--- src/rtl/axi_pkg.sv ---
// Shared AXI field widths, burst encodings and the burst FSM state type.
package axi_pkg;

  localparam int unsigned BurstWidth = 2;
  localparam int unsigned LenWidth   = 8;
  localparam int unsigned SizeWidth  = 3;

  typedef logic [BurstWidth-1:0] burst_t;
  typedef logic [LenWidth-1:0]   len_t;
  typedef logic [SizeWidth-1:0]  size_t;

  localparam burst_t BURST_FIXED = 2'b00;
  localparam burst_t BURST_INCR  = 2'b01;
  localparam burst_t BURST_WRAP  = 2'b10;

  typedef enum logic {
    BURST_IDLE,
    BURST_ACTIVE
  } burst_state_e;

  function automatic logic [7:0] beat_bytes(input size_t size);
    return 8'(1) << size;
  endfunction

endpackage

--- src/rtl/axi_burst_next_addr.sv ---
// Combinational next-beat address for FIXED/INCR/WRAP bursts; errored bursts
// step as INCR with the beat size clamped to the bus width.
module axi_burst_next_addr
  import axi_pkg::*;
#(
  parameter int unsigned AddrWidth = 32,
  parameter int unsigned MaxSize   = 3
) (
  input  logic [AddrWidth-1:0]  cur_addr_i,
  input  logic [BurstWidth-1:0] burst_i,
  input  logic [SizeWidth-1:0]  size_i,
  input  logic [LenWidth-1:0]   len_i,
  input  logic                  err_i,
  output logic [AddrWidth-1:0]  next_addr_o
);

  size_t                size_eff;
  logic [AddrWidth-1:0] bytes;
  logic [AddrWidth-1:0] total;
  logic [AddrWidth-1:0] incr_addr;

  always_comb begin
    size_eff = size_i;
    if (err_i && (size_i > SizeWidth'(MaxSize))) size_eff = SizeWidth'(MaxSize);
    bytes     = AddrWidth'(beat_bytes(size_eff));
    total     = bytes * (AddrWidth'(len_i) + AddrWidth'(1));
    incr_addr = (cur_addr_i & ~(bytes - AddrWidth'(1))) + bytes;

    next_addr_o = incr_addr;
    if (!err_i) begin
      unique case (burst_i)
        BURST_FIXED: next_addr_o = cur_addr_i;
        BURST_INCR:  next_addr_o = incr_addr;
        // total is a power of two here, so wrapping is a masked increment
        BURST_WRAP:  next_addr_o = (cur_addr_i & ~(total - AddrWidth'(1)))
                                 | ((cur_addr_i + bytes) & (total - AddrWidth'(1)));
        default:     next_addr_o = incr_addr;
      endcase
    end
  end

endmodule

--- src/rtl/axi_burst_addr_gen.sv ---
// Per-beat address generator for AXI AW/AR commands.
// Optional AXI_BURST_4K_CHECK_EN flags INCR bursts that cross a 4 KiB page.
module axi_burst_addr_gen
  import axi_pkg::*;
#(
  parameter int unsigned AddrWidth = 32,
  parameter int unsigned IdWidth   = 4,
  parameter int unsigned DataWidth = 64
) (
  input  logic                  clk_i,
  input  logic                  rst_ni,
  input  logic                  ax_valid_i,
  output logic                  ax_ready_o,
  input  logic [IdWidth-1:0]    ax_id_i,
  input  logic [AddrWidth-1:0]  ax_addr_i,
  input  logic [LenWidth-1:0]   ax_len_i,
  input  logic [SizeWidth-1:0]  ax_size_i,
  input  logic [BurstWidth-1:0] ax_burst_i,
  output logic                  beat_valid_o,
  input  logic                  beat_ready_i,
  output logic [IdWidth-1:0]    beat_id_o,
  output logic [AddrWidth-1:0]  beat_addr_o,
  output logic [LenWidth-1:0]   beat_idx_o,
  output logic                  beat_last_o,
  output logic                  beat_err_o,
  output logic                  busy_o
);

  localparam int unsigned MaxSize = $clog2(DataWidth / 8);

  burst_state_e         state_q;
  burst_t               burst_q;
  size_t                size_q;
  len_t                 len_q;
  logic [AddrWidth-1:0] next_addr;
  logic [AddrWidth-1:0] bytes_in;
  logic                 cmd_err;
  logic                 ax_hs;
  logic                 beat_hs;
`ifdef AXI_BURST_4K_CHECK_EN
  logic [AddrWidth-1:0] last_byte;
`endif

  assign beat_hs    = beat_valid_o & beat_ready_i;
  assign ax_ready_o = (state_q == BURST_IDLE) | (beat_hs & beat_last_o);
  assign ax_hs      = ax_valid_i & ax_ready_o;
  assign busy_o     = (state_q == BURST_ACTIVE);

  always_comb begin
    bytes_in = AddrWidth'(beat_bytes(ax_size_i));
    cmd_err  = (ax_burst_i == 2'b11)
             || (ax_size_i > SizeWidth'(MaxSize))
             || ((ax_burst_i == BURST_WRAP)
                 && (!(ax_len_i inside {8'd1, 8'd3, 8'd7, 8'd15})
                     || ((ax_addr_i & (bytes_in - AddrWidth'(1))) != '0)));
`ifdef AXI_BURST_4K_CHECK_EN
    last_byte = (ax_addr_i & ~(bytes_in - AddrWidth'(1)))
              + (AddrWidth'(ax_len_i) + AddrWidth'(1)) * bytes_in - AddrWidth'(1);
    if ((ax_burst_i == BURST_INCR) && (last_byte[AddrWidth-1:12] != ax_addr_i[AddrWidth-1:12]))
      cmd_err = 1'b1;
`endif
  end

  axi_burst_next_addr #(
    .AddrWidth(AddrWidth),
    .MaxSize  (MaxSize)
  ) u_next_addr (
    .cur_addr_i (beat_addr_o),
    .burst_i    (burst_q),
    .size_i     (size_q),
    .len_i      (len_q),
    .err_i      (beat_err_o),
    .next_addr_o(next_addr)
  );

  always_ff @(posedge clk_i) begin
    if (!rst_ni) begin
      state_q      <= BURST_IDLE;
      burst_q      <= BURST_FIXED;
      size_q       <= '0;
      len_q        <= '0;
      beat_valid_o <= 1'b0;
      beat_id_o    <= '0;
      beat_addr_o  <= '0;
      beat_idx_o   <= '0;
      beat_last_o  <= 1'b0;
      beat_err_o   <= 1'b0;
    end else if (ax_hs) begin
      // A new command also covers the last-beat handshake of the previous one
      state_q      <= BURST_ACTIVE;
      burst_q      <= ax_burst_i;
      size_q       <= ax_size_i;
      len_q        <= ax_len_i;
      beat_valid_o <= 1'b1;
      beat_id_o    <= ax_id_i;
      beat_addr_o  <= ax_addr_i;
      beat_idx_o   <= '0;
      beat_last_o  <= (ax_len_i == '0);
      beat_err_o   <= cmd_err;
    end else if (beat_hs) begin
      if (beat_last_o) begin
        state_q      <= BURST_IDLE;
        beat_valid_o <= 1'b0;
        beat_last_o  <= 1'b0;
      end else begin
        beat_addr_o <= next_addr;
        beat_idx_o  <= beat_idx_o + LenWidth'(1);
        beat_last_o <= ((beat_idx_o + LenWidth'(1)) == len_q);
      end
    end
  end

endmodule

--- config.mk ---
export PLATFORM = sky130hd
export DESIGN_NAME = axi_burst_addr_gen
export DESIGN_NICKNAME = d
export VERILOG_FILES = /design/src/rtl/axi_pkg.sv /design/src/rtl/axi_burst_next_addr.sv /design/src/rtl/axi_burst_addr_gen.sv
export SDC_FILE = /design/constraint.sdc
export NUM_CORES = 1
export LEC_CHECK = 0
export CORE_ASPECT_RATIO = 0.7
export CORE_UTILIZATION = 40
export CTS_CLUSTER_DIAMETER = 60
export DETAILED_ROUTE_END_ITERATION = 10
export PLACE_DENSITY = 0.72
export SLEW_MARGIN = 20
export SYNTH_ARGS = -nofsm -noshare
export SYNTH_HDL_FRONTEND = slang
export SYNTH_HIERARCHICAL = 1
export SYNTH_SLANG_ARGS = --single-unit
--- constraint.sdc ---
create_clock -name clk_i -period 18.62 [get_ports clk_i]
set_input_delay 3.724 -clock clk_i [delete_from_list [all_inputs] [get_ports clk_i]]
set_output_delay 3.724 -clock clk_i [all_outputs]
set_load 0.1 [all_outputs]
# After elaboration in Yosys (flattened, before gate mapping)
# Index checks and enable logic that the tools add are counted.
dict set report word_totals {
  regBits 60
  wordCells 73
}
dict set report op_classes {
  n_addsub 7
  mul 1
  magnitude_cmp 2
  eq_ne 10
  shifts 2
  n_mux 12
  n_bitwise 14
  reduce_logical 16
}
# cell n
set op_table {}
lappend op_table {{bitwise AND 32 bit} 4}
lappend op_table {{two-way mux 32 bit} 4}
lappend op_table {{adder 32 x 8 -> 32 bit} 2}
lappend op_table {{NOT 32 bit} 2}
lappend op_table {{one-hot mux 32 bit (2 select lines)} 1}
lappend op_table {{multiplier 8 x 32 -> 32 bit} 1}
lappend op_table {{OR 32 bit} 1}
lappend op_table {{nonzero test 32 bit} 1}
lappend op_table {{subtractor 32 x 1 -> 32 bit, second input constant} 1}
lappend op_table {{subtractor 8 x 1 -> 9 bit, second input constant} 2}
lappend op_table {{left shift 1 x 3 -> 8 bit, first input constant} 2}
lappend op_table {{adder 8 x 1 -> 9 bit, second input constant} 1}
lappend op_table {{adder 8 x 1 -> 8 bit, second input constant} 1}
lappend op_table {{== test 8 x 1 -> 1 bit, second input constant} 1}
lappend op_table {{== test 8 x 2 -> 1 bit, second input constant} 1}
lappend op_table {{== test 8 x 3 -> 1 bit, second input constant} 1}
lappend op_table {{== test 8 x 4 -> 1 bit, second input constant} 1}
lappend op_table {{== test 8 bit} 1}
lappend op_table {{logical NOT 8 bit} 1}
lappend op_table {{== test 2 bit, second input constant} 3}
lappend op_table {{> comparator 3 x 2 -> 1 bit, second input constant} 2}
lappend op_table {{two-way mux 1 bit} 6}
lappend op_table {{AND reduction 2 bit} 2}
lappend op_table {{nonzero test 2 bit} 2}
lappend op_table {{13 further kinds} 20}

# Longest topological paths before layout
dict set report logic_depth {
  word_depth 14
  ltp_mapped 26
  mapped_depth_nobuf 25
}

# Cells and area by module
# The synthesis kept the hierarchy.
# mod instances cells_each area_per_inst_um2
set by_module_without_submodules {}
lappend by_module_without_submodules {axi_burst_next_addr 1 628 4550.6}
lappend by_module_without_submodules {axi_burst_addr_gen 1 383 3126.7}

# Worst setup path before layout
# Ideal clock, no wire load.
dict set report synth_path {
  path_type {input-to-output}
  start {input port beat_ready_i}
  end {output port ax_ready_o}
  arrival_ns 4.426
  required_ns 14.896
  slack_ns 10.470
  cell_stages 2
  n_path_buf 0
  cell_sequence {a21boi_2 inv_1}
}
dict set report synth_via {
  elab_chain_len 3
}
# element line_no
set synth_rtl {}
lappend synth_rtl {{start, declared} axi_burst_addr_gen.sv:20} ;# input logic beat_ready_i,
lappend synth_rtl {{bitwise AND 1 bit} axi_burst_addr_gen.sv:44} ;# assign beat_hs = beat_valid_o & beat_ready_i;
lappend synth_rtl {{bitwise AND 1 bit} axi_burst_addr_gen.sv:45} ;# assign ax_ready_o = (state_q == BURST_IDLE) | (beat_hs & beat_last_o);
lappend synth_rtl {{OR 1 bit} axi_burst_addr_gen.sv:45}
lappend synth_rtl {{end, declared} axi_burst_addr_gen.sv:13} ;# output logic ax_ready_o,
# No other way between the ends.

# Worst setup path in the final report
# Same ends and word-level chain as after synthesis.

==> results.yml <==
run_status:
  run_status: "finished, final reports clean"
global_route:
  grt_pass1_wl_um: 36200
  maximum_number_of_pins_on_one_net_before_global_route_repair: 85
  globalRouteMet2Util: 0.3258
  initial_antenna_violation_count: 0
  groute.layer.met1.usage: 0.3346
  grt_busiest_layer: "met1"
  grt_util_met3: 0.04270
  grt_usage: 0.2209
  gr-total-overflow: 0
  grt_pass1_vias: 7057
routing:
  drt_first_iter_violations: 581
  dr.pass1.iters: 5
  remaining_drcs: 0
  drt-wirelength-per-cell_um: 16.40
  routed_via_density: 5.606
  detailroute.via_count: 7417
  drt_wl_total_um: 21700
  final_antenna_net_count: 0
worst_hold_path:
  hold_depth: 2
  timing.hold.worst.class: "reg -> reg"
  hold_end: "beat_id_o[2]$_SDFFE_PN0P_"
  hold_start: "beat_id_o[2]$_SDFFE_PN0P_"
place:
  place_area_um2: 8772
  dpl_worst_slack_ns: 9.306
  port_buffers: 101
  place_hpwl_um: 16400
  routabilityCongestion: 0.9272
clocking:
  cts_resized: 0
  clock_sink_count: 60
  cts_inserted_buffers: 9
  postCtsHoldBufs: 0
  cts.htree.levels: 3
  cts.repair_timing.setup_buffer_count: 0
  ctsLongestPathBuffers: 2
  worst_skew_pair.late_latency_ns: 0.33
  tritoncts: "done"
  clockRootBuffer: "clkbuf_16"
  clk_pin_slew_worst_paths_ns: 0.06
die:
  ioPinCount: 102
  dieHeight_um: 117.9
  die_span_in_x_um: 167.6
  core_region_area_um2: 18420
  floorplan.rows: 41
  initial_standard_cell_utilization_of_the_core: 0.4169
  die_area_um2: 19760
worst_setup_path:
  timing.reg2reg.setup_slack_ns: 11.14
  worst_setup_path_end_kind: "output port"
  timing.critical_path.buf_inv: 3
  cp-start-kind: "primary input"
  timing.reg2reg.worst_path_depth: 22
  crit_chain: "clkdlybuf4s50_1 > a21boi_2 > inv_1 > clkdlybuf4s50_1"
  worstPathRequired_ns: 14.90
  r2r_start: "len_q[0]$_SDFFE_PN0P_"
  cpLargestDelayFamily: "buffers and inverters"
  critical_path.most_common_cell: "clkdlybuf4s50_1"
  crit_slowest_cell: "clkdlybuf4s50_1"
  timing.setup.critical_path_class: "in -> out"
  worst-path-max-fanout: 4
  critical_path_arrival_ns: 5.62
  max_stage_delay_ns: 1.12
  cp_num_cells: 4
  rr_endpoint: "beat_addr_o[27]$_SDFFE_PN0P_"
sta:
  worst_pin_slew_ns: 1.055
  rsz0062_at_grt: "false"
  setup_ws_ns: 9.277
  layout_worst_path_cycle_share: 0.5018
  fin_crit_ns: 9.343
  setup_viol: 0
  hold_violations: 0
  worst_slew_margin_rel: 0.2945
  finalMaxSlewViolations: 0
  clock.fmax_mhz: 107.0
  setup_total_negative_slack_ns: 0
  layout_skew_ns: 0.01174
layout:
  final_design_area_no_fill_um2: 9123
  final_util: 0.4953
  share_of_post_route_cells_with_drive_strength_above_1: 0.06256
  final_nets: 1232
  insertedDiodeCount: 0
  areaGrowthSynthToFinish_pct: 18.82
flow_run:
  maxCapViolCount: 0
pwr:
  leakage_nw: 3.834
  power_per_unit_of_standard_cell_area_nw_per_um2: 59.58
  peakVddDrop_uv: 37.11
synthesis:
  yosys_most_used_dff: "dfxtp_1"
  async_reset_ff_frac: 0
  synth_area_um2: 7677
  yosys_register_bits: 60
  synth-edff-count: 0
  synth_nets: 1161
  synthesis.area_per_instance_um2: 7.594
  ys_warn_count: 6
  post_synth_inst_count: 1011
  part_of_the_yosys_area_used_for_sequential_elements: 0.1565
  synth_cell_type_count: 73
## cell families after synthesis
kind of cell / Yosys count / synth area share
DFF: 60 / 0.1565
buffers and inverters: 131 / 0.07497
and+or+nand+nor: 431 / 0.2645
adders and majority gates: 98 / 0.2014
xor gates and xnor gates: 70 / 0.08084
muxes: 10 / 0.01304
AOI/OAI and AO/OA: 211 / 0.2088
## flip-flops by register name, indices dropped and copies added, names as in the netlist
name,count
beat_addr_o,32
beat_err_o,1
beat_id_o,4
beat_idx_o,8
beat_last_o,1
burst_q,2
busy_o,1
len_q,8
size_q,3
## worst max path at each step
stage	to	startpoint	slack [ns]
global placement	ax_ready_o	beat_ready_i	9.32
finish	ax_ready_o	beat_ready_i	9.28
CTS	ax_ready_o	beat_ready_i	9.30
global route	ax_ready_o	beat_ready_i	9.26
detailed placement	ax_ready_o	beat_ready_i	9.31
floorplan	ax_ready_o	beat_ready_i	10.47
## report_power, final
group          switching, W  leakage (nW)  internal [W]
sequential        0.0000179         0.494      0.000138
combinational      0.000127          3.17     0.0000622
clock             0.0000648         0.169      0.000134
## per-stage QoR
step	std cells	power (W)	hold WS, ns
floorplan	1011	0.0002927	0.4351
global placement	1307	0.0003417	0.4428
detailed placement	1307	0.0003438	0.4525
CTS	1323	0.0005429	0.4602
global route	1323	0.0005649	0.4826
finish	1323	0.0005435	0.4605
## synthesized netlist by cell type (4+ instances only)
master / n / area [um^2]
dfxtp_1: 60 / 1201
fa_1: 43 / 860.8
xnor2_1: 34 / 297.8
o2111ai_1: 7 / 61.31
or2_2: 4 / 25.02
xor2_1: 35 / 306.5
and3_1: 10 / 62.56
a31oi_1: 8 / 50.05
buf_2: 9 / 45.04
nand2_1: 158 / 593.1
mux2i_1: 10 / 100.1
buf_4: 6 / 45.04
and2_1: 6 / 37.54
a311oi_2: 20 / 300.3
buf_6: 4 / 45.04
or4_1: 4 / 30.03
nand3_1: 24 / 120.1
o21ai_0: 30 / 150.1
o211ai_1: 9 / 67.56
nand3b_1: 4 / 30.03
nand4_1: 14 / 87.58
nor2b_1: 9 / 56.30
a21o_1: 11 / 82.58
o21a_1: 7 / 52.55
nand2b_1: 14 / 87.58
nor4_1: 7 / 43.79
ha_1: 54 / 675.7
or3_1: 9 / 56.30
nor2_1: 136 / 510.5
nor3_1: 10 / 50.05
a21oi_1: 53 / 265.3
a311oi_1: 14 / 122.6
a211oi_1: 6 / 45.04
clkbuf_1: 24 / 90.09
o31ai_1: 7 / 52.55
inv_1: 83 / 311.6
o21ai_1: 5 / 25.02
o211a_1: 5 / 50.05
a2111oi_1: 5 / 50.05
## worst register-to-register path: stages, from the launching register on
cell       delay, ns
dfxtp_1         0.64
ha_1            0.27
nand3_1         0.12
nor2_1          0.34
xnor2_1         0.42
nor2_1          0.17
fa_1            0.55
fa_1            0.44
fa_1            0.55
inv_1           0.06
fa_1            0.54
inv_1           0.05
ha_1            0.38
a21oi_1         0.38
nor2_1          0.13
or4b_4          0.52
a21o_1          0.20
a211o_1         0.33
nand4bb_4       0.30
a2111oi_1       0.53
xor2_1          0.18
nand2_1         0.08
a311oi_2        0.24
## layout by cell type (no fill, tap or decap), types with 11 or more instances in the layout
| cell | Yosys | layout |
|---|---|---|
| ha_1 | 54 | 54 |
| o21ai_0 | 30 | 30 |
| nor2_1 | 136 | 136 |
| nand3_1 | 24 | 24 |
| fa_1 | 43 | 43 |
| nand2_1 | 158 | 158 |
| a311oi_1 | 14 | 14 |
| inv_1 | 83 | 82 |
| xor2_1 | 35 | 35 |
| nand2b_1 | 14 | 14 |
| xnor2_1 | 34 | 34 |
| nand4_1 | 14 | 14 |
| a21oi_1 | 53 | 53 |
| dfxtp_1 | 60 | 60 |
| a21o_1 | 11 | 11 |
| clkdlybuf4s50_1 | 0 | 101 |
| a311oi_2 | 20 | 20 |
## metal layers
metal,wire [um],share of wire
met2,9086,0.42
met1,11160,0.51
met5,0,0
met4,85,0.0039
met3,1370,0.063
## final cells by class
| type | count | area [um^2] |
|---|---|---|
| fillers | 1766 | 9294 |
| repair buffers | 105 | 1041 |
| flip-flops and latches | 60 | 1201 |
| clock inverters | 6 | 111.4 |
| multi-input cells | 820 | 5912 |
| inverters | 86 | 322.8 |
| clock buffers | 10 | 239.0 |
| well taps | 236 | 295.3 |
(Power assumes the default switching activity.)
